**config.mk**
```make
export PLATFORM = sky130hd
export DESIGN_NAME = user_output_device_flat
export DESIGN_NICKNAME = d
export VERILOG_FILES = /design/src/rtl/user_output_device_if.sv /design/src/rtl/user_output_device.sv /design/src/flat_wrapper.sv
export SDC_FILE = /design/constraint.sdc
export NUM_CORES = 1
export LEC_CHECK = 0
export ABC_AREA = 1
export CAP_MARGIN = 20
export CORE_ASPECT_RATIO = 1.75
export CORE_MARGIN = 8
export CORE_UTILIZATION = 50
export CTS_BUF_LIST = sky130_fd_sc_hd__clkbuf_8
export DETAILED_ROUTE_END_ITERATION = 6
export PLACE_DENSITY_LB_ADDON = 0.08
export SYNTH_ARGS = -nofsm -noshare
export SYNTH_HDL_FRONTEND = slang
export SYNTH_SLANG_ARGS = --single-unit
export TNS_END_PERCENT = 20
```
**constraint.sdc**
```tcl
create_clock -name clk -period 2.3 [get_ports clk]
set_input_delay 0.46 -clock clk [delete_from_list [all_inputs] [get_ports clk]]
set_output_delay 0.46 -clock clk [all_outputs]
set_load 0.1 [all_outputs]
```
**src/rtl/user_output_device_if.sv**
```systemverilog
// rtl/user_output_device_if.sv - register bus and interrupt bundle for the LED output device
interface user_output_device_if;
  logic [1:0] avl_address;
  logic       avl_write;
  logic [7:0] avl_writedata;
  logic       avl_read;
  logic [7:0] avl_readdata;
  logic       avl_irq;

  modport master (
    output avl_address, avl_write, avl_writedata, avl_read,
    input  avl_readdata, avl_irq
  );

  modport slave (
    input  avl_address, avl_write, avl_writedata, avl_read,
    output avl_readdata, avl_irq
  );
endinterface

```
**src/rtl/user_output_device.sv**
```systemverilog
// rtl/user_output_device.sv - LED driver with blink timebase, one-shot pulse and completion irq
module user_output_device #(
  parameter int TICK_DIV = 50000
) (
  input  logic                    clk,
  input  logic                    reset,
  user_output_device_if.slave     bus,
  output logic [7:0]              leds
);

  localparam int TW = (TICK_DIV > 2) ? $clog2(TICK_DIV) : 1;
  localparam logic [TW-1:0] TICK_LAST = TW'(TICK_DIV - 1);

  logic [TW-1:0] r_tick_cnt;
  logic [7:0]    r_led_data;
  logic [7:0]    r_blink_mask;
  logic [7:0]    r_period;
  logic [7:0]    r_blink_cnt;
  logic          r_phase;
  logic [7:0]    r_pulse_cnt;
  logic          r_irq;
  logic [7:0]    r_leds;

  logic w_tick;
  logic w_wr_led;
  logic w_wr_mask;
  logic w_wr_period;
  logic w_wr_pulse;
  logic w_irq_set;
  logic w_irq_clr;
  logic w_pulse_active;

  assign w_tick         = (r_tick_cnt == TICK_LAST);
  assign w_wr_led       = bus.avl_write && (bus.avl_address == 2'd0);
  assign w_wr_mask      = bus.avl_write && (bus.avl_address == 2'd1);
  assign w_wr_period    = bus.avl_write && (bus.avl_address == 2'd2);
  assign w_wr_pulse     = bus.avl_write && (bus.avl_address == 2'd3);
  assign w_pulse_active = (r_pulse_cnt != 8'd0);
  // A PULSE write in the expiry cycle reloads the counter, so it suppresses the set.
  assign w_irq_set      = w_tick && (r_pulse_cnt == 8'd1) && !w_wr_pulse;
  assign w_irq_clr      = (bus.avl_read || bus.avl_write) && (bus.avl_address == 2'd3);

  always_ff @(posedge clk) begin
    if (reset) begin
      r_tick_cnt   <= '0;
      r_led_data   <= 8'd0;
      r_blink_mask <= 8'd0;
      r_period     <= 8'd0;
      r_blink_cnt  <= 8'd0;
      r_phase      <= 1'b0;
      r_pulse_cnt  <= 8'd0;
      r_irq        <= 1'b0;
      r_leds       <= 8'd0;
    end else begin
      r_tick_cnt <= w_tick ? '0 : r_tick_cnt + TW'(1);

      if (w_wr_led)  r_led_data   <= bus.avl_writedata;
      if (w_wr_mask) r_blink_mask <= bus.avl_writedata;

      // A PERIOD write restarts the half-period count but keeps the current phase.
      if (w_wr_period) begin
        r_period    <= bus.avl_writedata;
        r_blink_cnt <= 8'd0;
      end else if (w_tick) begin
        if (r_blink_cnt == r_period) begin
          r_blink_cnt <= 8'd0;
          r_phase     <= ~r_phase;
        end else begin
          r_blink_cnt <= r_blink_cnt + 8'd1;
        end
      end

      if (w_wr_pulse)
        r_pulse_cnt <= bus.avl_writedata;
      else if (w_tick && w_pulse_active)
        r_pulse_cnt <= r_pulse_cnt - 8'd1;

      if (w_irq_set)
        r_irq <= 1'b1;
      else if (w_irq_clr)
        r_irq <= 1'b0;

      r_leds <= (r_led_data ^ (r_blink_mask & {8{r_phase}})) | {8{w_pulse_active}};
    end
  end

  always_comb begin
    bus.avl_readdata = 8'd0;
    case (bus.avl_address)
      2'd0:    bus.avl_readdata = r_led_data;
      2'd1:    bus.avl_readdata = r_blink_mask;
      2'd2:    bus.avl_readdata = r_period;
      default: bus.avl_readdata = r_pulse_cnt;
    endcase
  end

  assign bus.avl_irq = r_irq;
  assign leds        = r_leds;

endmodule

```
**src/flat_wrapper.sv**
```systemverilog
// flat-port wrapper written by rule: the top's interface ports become plain ports
module user_output_device_flat 
#(
  parameter int TICK_DIV = 50000
)
  (clk, reset, leds, bus_avl_address, bus_avl_write, bus_avl_writedata, bus_avl_read, bus_avl_readdata, bus_avl_irq);
  user_output_device_if bus_i ();
  input  logic clk;
  input  logic reset;
  output logic [7:0] leds;
  input wire logic [$bits(bus_i.avl_address)-1:0] bus_avl_address;
  input wire logic [$bits(bus_i.avl_write)-1:0] bus_avl_write;
  input wire logic [$bits(bus_i.avl_writedata)-1:0] bus_avl_writedata;
  input wire logic [$bits(bus_i.avl_read)-1:0] bus_avl_read;
  output wire logic [$bits(bus_i.avl_readdata)-1:0] bus_avl_readdata;
  output wire logic [$bits(bus_i.avl_irq)-1:0] bus_avl_irq;
  assign bus_i.avl_address = bus_avl_address;
  assign bus_i.avl_write = bus_avl_write;
  assign bus_i.avl_writedata = bus_avl_writedata;
  assign bus_i.avl_read = bus_avl_read;
  assign bus_avl_readdata = bus_i.avl_readdata;
  assign bus_avl_irq = bus_i.avl_irq;
  user_output_device #(.TICK_DIV(TICK_DIV)) u_core (.clk(clk), .reset(reset), .bus(bus_i), .leds(leds));
endmodule
```
; ---- Word level (Yosys, flattened, before mapping)
; Index checks and enable logic that the tools add are counted.
[totals]
ff_bits = 66
elab_cells = 46
inputBits = 14
output_inout_bits = 17
[classes]
bitwise = 5
reduce_logical = 17
n_eq_ne = 6
addsub = 3
mux = 6
[ops]
columns = operator, n
row1 = 8-bit two-way mux, 3
row2 = 8-bit one-hot mux with 3 select lines, 1
row3 = 16-bit by 1-bit adder with 16-bit output (second input constant), 1
row4 = 16-bit == test (second input constant), 1
row5 = 8-bit by 1-bit adder with 8-bit output (second input constant), 1
row6 = 8-bit bitwise AND, 1
row7 = 8-bit by 1-bit == test with 1-bit output (second input constant), 1
row8 = 8-bit == test, 1
row9 = 1-bit logical AND, 8
row10 = 8-bit OR, 1
row11 = 8-bit nonzero test, 1
row12 = 8-bit by 1-bit subtractor with 8-bit output (second input constant), 1
row13 = 8-bit bitwise XOR, 1
row14 = 2-bit == test (second input constant), 2
row15 = 2-bit nonzero test, 2
row16 = 2-bit OR reduction, 2
row17 = 3-bit AND reduction, 1
row18 = 2-bit by 1-bit == test with 1-bit output (second input constant), 1
row19 = 2-bit logical NOT, 1
row20 = 1-bit two-way mux, 2
row21 = 1-bit NOT, 2
row22 = 1-bit logical NOT, 1
row23 = 1-bit logical OR, 1

; ---- Longest topological paths before layout
; Gate-level depths: netlist (run 1).
[depth]
word_depth = 5
ltp_mapped = 10
ltp_nobuf = 10

; ---- Least setup slack after synthesis (run 1)
; OpenSTA, ideal clock, no wires.
[synth_path]
path_kind = input to output
startpoint = input bus_avl_address[0]
endpoint = output bus_avl_readdata[0]
required_ns = 1.840
path_buffers = 1
path_slack_ns = -0.942
path_stages = 3
t_arrival_ns = 2.782
path_cell_list = buf_6 -> nand2_2 -> o21ai_0
[synth_between]
elab_chain_cells = 2
elab_cells_between_ends = 4
cone_classes = 2 x eq/ne / 1 x mux / 1 x reduce/logical
[synth_rtl]
columns = element, line
row1 = start: declaration, flat_wrapper.sv:11  ; input wire logic [$bits(bus_i.avl_address)-1:0] bus_avl_address;
row2 = 2-bit == test (tied with other cells), user_output_device.sv:89  ; case (bus.avl_address)
row3 = 8-bit one-hot mux with 3 select lines (*), user_output_device.sv:89
row4 = end: declaration, flat_wrapper.sv:15  ; output wire logic [$bits(bus_i.avl_readdata)-1:0] bus_avl_readdata;
; Mark *: on every way between the ends. The rest lies on a longest branch, timed or not.

; ---- Final worst setup path (run 1)
[layout_path]
startpoint = input bus_avl_address[1]
endpoint = output bus_avl_readdata[5]
; The elaborated chain is that of the path after synthesis.

==> results of run 1 <==
## timing repair
action | 4_1_cts | 5_1_grt
resized for setup | 3 | 10
hold buffers | 0 | 0
setup endpoints to repair | 5 | 7
hold endpoints to repair | 0 | 0
setup buffers | 0 | 1
pin swaps | 0 | 2
## synthesized netlist by cell type (all sizes together)
cell type  count
a21oi         41
a31oi          1
buf            7
clkbuf         5
dfxtp         66
ha             5
inv           60
nand2        104
nand3         26
nand4          8
nor2         101
nor3          11
nor3b          3
nor4           2
o21a           1
o21ai         43
o22ai          8
or2            1
xnor2          8
xor2           7
## sequential cells by signal, summed over array words and instances, names as in the netlist
| signal | cells |
|---|---|
| u_core.leds | 8 |
| u_core.bus.avl_irq | 1 |
| u_core.r_phase | 1 |
| u_core.r_pulse_cnt | 8 |
| u_core.r_led_data | 8 |
| u_core.r_blink_cnt | 8 |
| u_core.r_period | 8 |
| u_core.r_blink_mask | 8 |
| u_core.r_tick_cnt | 16 |
## worst paths after layout
check | start | end | slack, ns | depth (start not counted)
worst max-delay path | bus_avl_address[1] | bus_avl_readdata[5] | 0.05 | 7
worst min-delay path | u_core.r_tick_cnt[0] | u_core.r_tick_cnt[0] | 0.47 | 1
worst max register to register | u_core.r_tick_cnt[0] | u_core.r_tick_cnt[14] | 0.51 | 8
worst min register to register | u_core.r_tick_cnt[0] | u_core.r_tick_cnt[0] | 0.47 | 1
## layer usage
| metal | vias up | share of wire, % | routed length (um) | GRT usage (%) |
|---|---|---|---|---|
| met5 | - | 0 | 0 | 0 |
| met4 | 0 | 5.8 | 541 | 15.48 |
| met3 | 34 | 5.2 | 488 | 5.022 |
| met2 | 98 | 53 | 4969 | 34.95 |
| met1 | 1498 | 36 | 3390 | 18.31 |
| li1 | 1716 | - | - | - |
## per-stage QoR
stage	hold WS, ns	area [um^2]	worst slack [ns]	setup TNS, ns
3_5_place_dp	0.4566	3904	-0.05787	-0.1507
6_report	0.4654	4148	0.04852	0
2_1_floorplan	0.4290	3431	-0.1985	-1.191
5_1_grt	0.4969	4148	-0.01725	-0.02601
3_3_place_gp	0.4396	3904	-0.01089	-0.02489
4_1_cts	0.4720	4105	-0.03165	-0.04507
## final cells by class
type,count,area [um^2]
inverters,60,227.7
repair buffers,41,447.9
flip-flops and latches,66,1321
fillers,680,2609
well taps,84,105.1
clock inverters,7,70.07
multi-input cells,370,1852
clock buffers,9,123.9
## cell families (layout without fill, tap and decap cells)
logic type	Yosys count	count (layout)	synth area share [%]
simple gates	256	256	33.26
compound gates	94	94	14.11
buf+inv	72	117	8.461
flops	66	66	38.51
xor+xnor	15	15	3.829
fa+ha+maj	5	5	1.823
## critical path: cells and delay by family
| kind | cells | cell delay, ns |
|---|---|---|
| simple gates | 1 | 0.15 |
| buf+inv | 3 | 0.78 |
| compound gates | 3 | 0.39 |
## power by group through the flow
| stage | logic [mW] | clock network, mW | registers (mW) |
|---|---|---|---|
| after floorplan | 0.269 | 0 | 1.39 |
| after global placement | 0.578 | 0 | 1.26 |
| after detailed placement | 0.585 | 0 | 1.25 |
| after CTS | 0.588 | 0.985 | 1.23 |
| after global routing | 0.629 | 1.04 | 1.24 |
| final | 0.591 | 0.967 | 1.23 |
==> summary.md, run 1 <==
| Metric | Value |
|---|---|
| Max Freq | `0.4442 GHz` |
| Critical Path AT | `1.79 ns` |
| Core area | `0.006756 mm^2` |
| Cell count after synthesis | `508` |
| Ant. Diodes | `0` |
| Synth warn | `0` |
| Gr usage total | `19.70%` |
| Most frequent cells in the layout | `nand2_1, nor2_1, dfxtp_1, inv_1, a21oi_1` |
| Fin util | `61.39%` |
| Area grow syn2layout | `20.90%` |
| Pwr Total | `2.787 mW` |
| Htree depth | `3` |
| Clock-pin slew on the worst setup and hold paths | `0.06 ns` |
| Inst Count DP | `620` |
| Worst-Skew Late Latency | `0.36 ns` |
| Class of the worst hold path | `register to register` |
| Drt wl/cell | `14.74 um` |
| Share of cells above drive strength 1 | `13.74%` |
| Part of the power in combinational logic | `21.2%` |
| HPWL Detailed | `7.330 mm` |
| Startpoint Class | `input port` |
| Die Y | `125.6 um` |
| Critical Path, Cell by Cell | `clkdlybuf4s50_1 > inv_2 > nand2_2 > o22ai_2 > a21oi_1 > o21ai_1 > clkbuf_16` |
| Pre-antenna DRT Iters | `5` |
| DR vias/cell | `5.253` |
| Largest net degree at the start of global routing | `18` |
| Post-synthesis sequential area ratio | `38.51%` |
| Syn Area/Cell | `6.754 um^2` |
| Status | `complete, no violations` |
| CTS tree | `done` |
| Die Width | `78.62 um` |
| Final Hold Vio Count | `0` |
| Initial antenna violation count | `0` |
| Final Non-Filler Cells | `637` |
| Initial Utilization | `50.78%` |
| Worst Setup End Kind | `primary output` |
| Max transition margin | `71.07%` |
| Vias in the first global route | `3189` |
| Total of max-cap violations | `0` |
| Final Wtd Congestion | `0.9264` |
| Yosys reg bits | `66` |
| Residual DRC | `0` |
| Leakage dissipation | `1.661 nW` |
| Commonest non-fill, non-tap cell in the layout | `nand2_1` |
| Cell area power density | `672.0 mW/mm^2` |
| Io pins | `31` |
| Buffers on Ports | `30` |
| Tcrit/Tclk final | `97.89%` |
| Via count | `3346` |
| Net Sw Frac | `33.09%` |
| Nets@finish | `567` |
| Mapped cell area | `0.003431 mm^2` |
| Routed Antenna Nets | `0` |
| Slowest cell on the critical path | `clkdlybuf4s50_1` |
| Worst Path Max Fanout | `8` |
| Max VDD drop | `0.0004334 V` |
| Synth cell types | `31` |
| Flop pwr share | `44.1%` |
| Row count | `40` |
| DR iter-0 viols | `182` |
| First-pass GRT wire length | `15.27 mm` |
| Gr ovfl total | `0` |
| Cts bufs inserted | `9` |
| Worst setup skew after layout | `0.01340 ns` |
| Syn Nets | `527` |
| Final setup violation count | `0` |
| Die Footprint | `0.009872 mm^2` |
| Sink Count | `66` |
| Post-Route WL | `9.391 mm` |
| Clock power share | `34.7%` |
| Yosys top cell area share | `38.51%` |
| Clk Tree Root Cell | `clkbuf_8` |
| Tightest Pin Transition | `0.4334 ns` |
| Psw | `922.3 uW` |
| Area leader, netlist | `dfxtp_1` |
| Critical Path RT | `1.84 ns` |
| CP max stage delay | `0.50 ns` |
| Synth top area cells | `dfxtp_1, nand2_1, nor2_1, inv_1, a21oi_1` |
| Buffer depth of the longest clock path | `2` |
| Int Power | `1.865 mW` |
| Post-layout min period | `2.251 ns` |
| Slew Limit Fails | `0` |
| Critical path class | `input port to primary output` |
Power figures use the tool's default switching activity.
==> inputs of run 2 (changes only) <==
Settings changed: ABC_AREA 1 to default, CORE_UTILIZATION 50 to 63.
==> run 2 against run 1 <==
Against the previous run: die area shrank 23%; hold slack lost 0.0053 ns; cell count shrank 30%; register-to-register slack lost 0.32 ns; synthesized area shrank 8.3%; via count shrank 20%; cell area shrank 6.2%; clock skew shrank 0.0047 ns; sequential share of layout area grew 2.1 points; maximum frequency grew 2.2%; worst setup slack gained 0.048 ns; clock-buffer cell count grew 2; critical path type unchanged.
==> summary.md, run 2 <==
| Metric | Value |
|---|---|
| Status | `complete, no violations` |
| Worst path bufs/invs | `3` |
| Top-count cell post-synth | `dfxtp_1` |
| Gr usage total | `19.96%` |
| Max Freq | `0.4538 GHz` |
| Initial antenna violation count | `0` |
| Yosys top cell area share | `42.00%` |
| Dpl ws | `-0.02528 ns` |
| Die Width | `69.42 um` |
| Die Y | `109.5 um` |
| Clock power share | `38.4%` |
| Clock-pin slew on the worst setup and hold paths | `0.07 ns` |
| Share of cells above drive strength 1 | `15.56%` |
| Commonest non-fill, non-tap cell in the layout | `dfxtp_1` |
| Syn Area/Cell | `9.039 um^2` |
| Area post-placement | `0.003638 mm^2` |
| Design Area, Final | `0.003889 mm^2` |
| Inst Count DP | `430` |
| Max transition margin | `62.47%` |
| Syn Nets | `367` |
| Die Footprint | `0.007599 mm^2` |
| Top reg by flops | `u_core.r_tick_cnt` |
| Total of max-cap violations | `0` |
| Class of the worst hold path | `register to register` |
| Drt wl/cell | `16.92 um` |
| Fin util | `79.49%` |
| Clk Tree Root Cell | `clkbuf_8` |
| Slowest cell on the critical path | `mux4_2` |
| DR iter-0 viols | `193` |
| Via count | `2676` |
| Worst-Skew Late Latency | `0.34 ns` |
| Area grow syn2layout | `23.63%` |
| Mapped cell area | `0.003146 mm^2` |
| Row count | `34` |
| Critical Path RT | `1.84 ns` |
| Final Non-Filler Cells | `446` |
| Hold depth | `1` |
| Most frequent cells after synthesis | `dfxtp_1, nor2_1, nand2_1` |
| Synth cell types | `40` |
| Setup TNS | `0 ns` |
| Sink Count | `66` |
| Leakage dissipation | `1.557 nW` |
| Core area | `0.004892 mm^2` |
| HP Start | `u_core.r_tick_cnt[0]` |
| Reg2reg path depth | `6` |
| DR vias/cell | `6.000` |
| CP max stage delay | `0.52 ns` |
| Critical R2R Launch | `u_core.r_tick_cnt[0]` |
| Slew Limit Fails | `0` |
| Pre-antenna DRT Iters | `4` |
| Critical Path, Cell by Cell | `dlygate4sd2_1 > bufbuf_16 > mux4_2 > buf_12` |
| Top delay family on crit path | `buffers and inverters` |
| Post-layout min period | `2.203 ns` |
| Largest register FFs | `16` |
| Startpoint Class | `input port` |
| Net Sw Frac | `27.94%` |
| Flop pwr share | `43.7%` |
| Area leader, netlist | `dfxtp_1` |
| Post-synth EDFFs | `0` |
| Most used flip-flop cell after synthesis | `dfxtp_1` |
| Critical Path AT | `1.74 ns` |
| Cts bufs inserted | `9` |
| Critical path class | `input port to primary output` |
| Cell area power density | `716.4 mW/mm^2` |
| Initial Utilization | `64.30%` |
| Worst setup startpoint | `bus_avl_address[0]` |
| Worst Setup End Kind | `primary output` |
| Residual DRC | `0` |
| Cell count after synthesis | `348` |
| HPWL Detailed | `5.574 mm` |
| Vias in the first global route | `2718` |
| Post-synthesis sequential area ratio | `42.00%` |
| Ant. Diodes | `0` |
| Critical path depth in cells | `4` |
| Post-Route WL | `7.545 mm` |
| Worst setup skew after layout | `0.008735 ns` |
| Gr ovfl total | `0` |
| Psw | `778.3 uW` |
| Max VDD drop | `0.0008154 V` |
| CTS tree | `done` |
| Final Wtd Congestion | `0.9194` |
| Tightest Pin Transition | `0.5578 ns` |
| Io pins | `31` |
| Final worst setup slack | `0.09658 ns` |
| CTS hold repair buffers | `0` |
| Synth warn | `0` |
| Final Hold Vio Count | `0` |
| Routed Antenna Nets | `0` |
| Yosys reg bits | `66` |
| RSZ-0062 raised after global routing | `false` |
| Nets@finish | `407` |
| Worst Path Max Fanout | `7` |
| Synth top area cells | `dfxtp_1, xor2_1, mux4_2, nor2_1, mux2i_1` |
| Buffer depth of the longest clock path | `2` |
| Largest net degree at the start of global routing | `32` |
| FFs w/ async S/R, synth | `0%` |
| Part of the power in combinational logic | `17.9%` |
| Htree depth | `3` |
| First-pass GRT wire length | `12.26 mm` |
| Tcrit/Tclk final | `95.80%` |
| Buffers on Ports | `30` |
| Most frequent cells in the layout | `dfxtp_1, nor2_1, nand2_1, a21oi_1, xor2_1` |
| Int Power | `2.008 mW` |
| Final setup violation count | `0` |
run 2: cell types whose count changed after synthesis, sizes merged, moves of 5 or more:
cell | before | now
a21oi | 41 | 29
and3 | 0 | 7
inv | 60 | 3
mux2i | 0 | 16
mux4 | 0 | 8
nand2 | 104 | 40
nand3 | 26 | 15
nor2 | 101 | 44
nor3 | 11 | 5
o21ai | 43 | 8
o22ai | 8 | 0
xnor2 | 8 | 13
xor2 | 7 | 24
run 2: metrics by stage:
stage	power, mW	hold WS [ns]
floorplan	1.575	0.4179
global placement	1.728	0.4237
detailed placement	1.734	0.4558
CTS	2.808	0.4656
global route	2.880	0.4891
finish	2.786	0.4601
run 2: worst paths after layout:
check	end	slack, ns
min reg2reg	u_core.r_tick_cnt[0]	0.46
max reg2reg	u_core.r_blink_cnt[4]	0.19
max	bus_avl_readdata[4]	0.1
min	u_core.r_tick_cnt[0]	0.46
run 2: layout make-up:
type	count	area [um^2]
Sequential cell	66	1321
Tap cell	54	67.56
Timing Repair Buffer	47	534.3
Multi-Input combinational cell	261	1735
Clock inverter	4	67.56
Clock buffer	11	151.4
Fill cell	348	1003
Inverter	3	11.26
run 2: layer usage:
layer  vias to the layer above  global-route usage, %  routed length [um]
li1                       1303                      -                   -
met1                      1301                  17.52                2740
met2                        56                  39.58                4270
met3                        16                  5.149                 334
met4                         0                  11.49                 199
met5                         -                      0                   0
run 2: power by group through the flow:
stage | Combinational (mW) | Sequential [mW] | Clock (mW)
2_1_floorplan | 0.205 | 1.37 | 0
3_3_place_gp | 0.486 | 1.24 | 0
6_report | 0.498 | 1.22 | 1.07
3_5_place_dp | 0.491 | 1.24 | 0
5_1_grt | 0.528 | 1.22 | 1.13
4_1_cts | 0.500 | 1.22 | 1.09
run 2: logic make-up (layout without fill, tap and decap cells):
kind of cell	after synthesis	count (layout)	share of synthesized area, %
compound gates	46	46	8.195
flops	66	66	42.00
xor+xnor	37	37	10.30
mux	24	24	10.82
buf+inv	21	65	2.824
fa+ha+maj	5	5	1.989
simple gates	149	149	23.87
run 2: timing repair:
item,CTS,global route
endpoints found under the setup margin,8,0
setup buffers,0,0
resized for setup,1,0
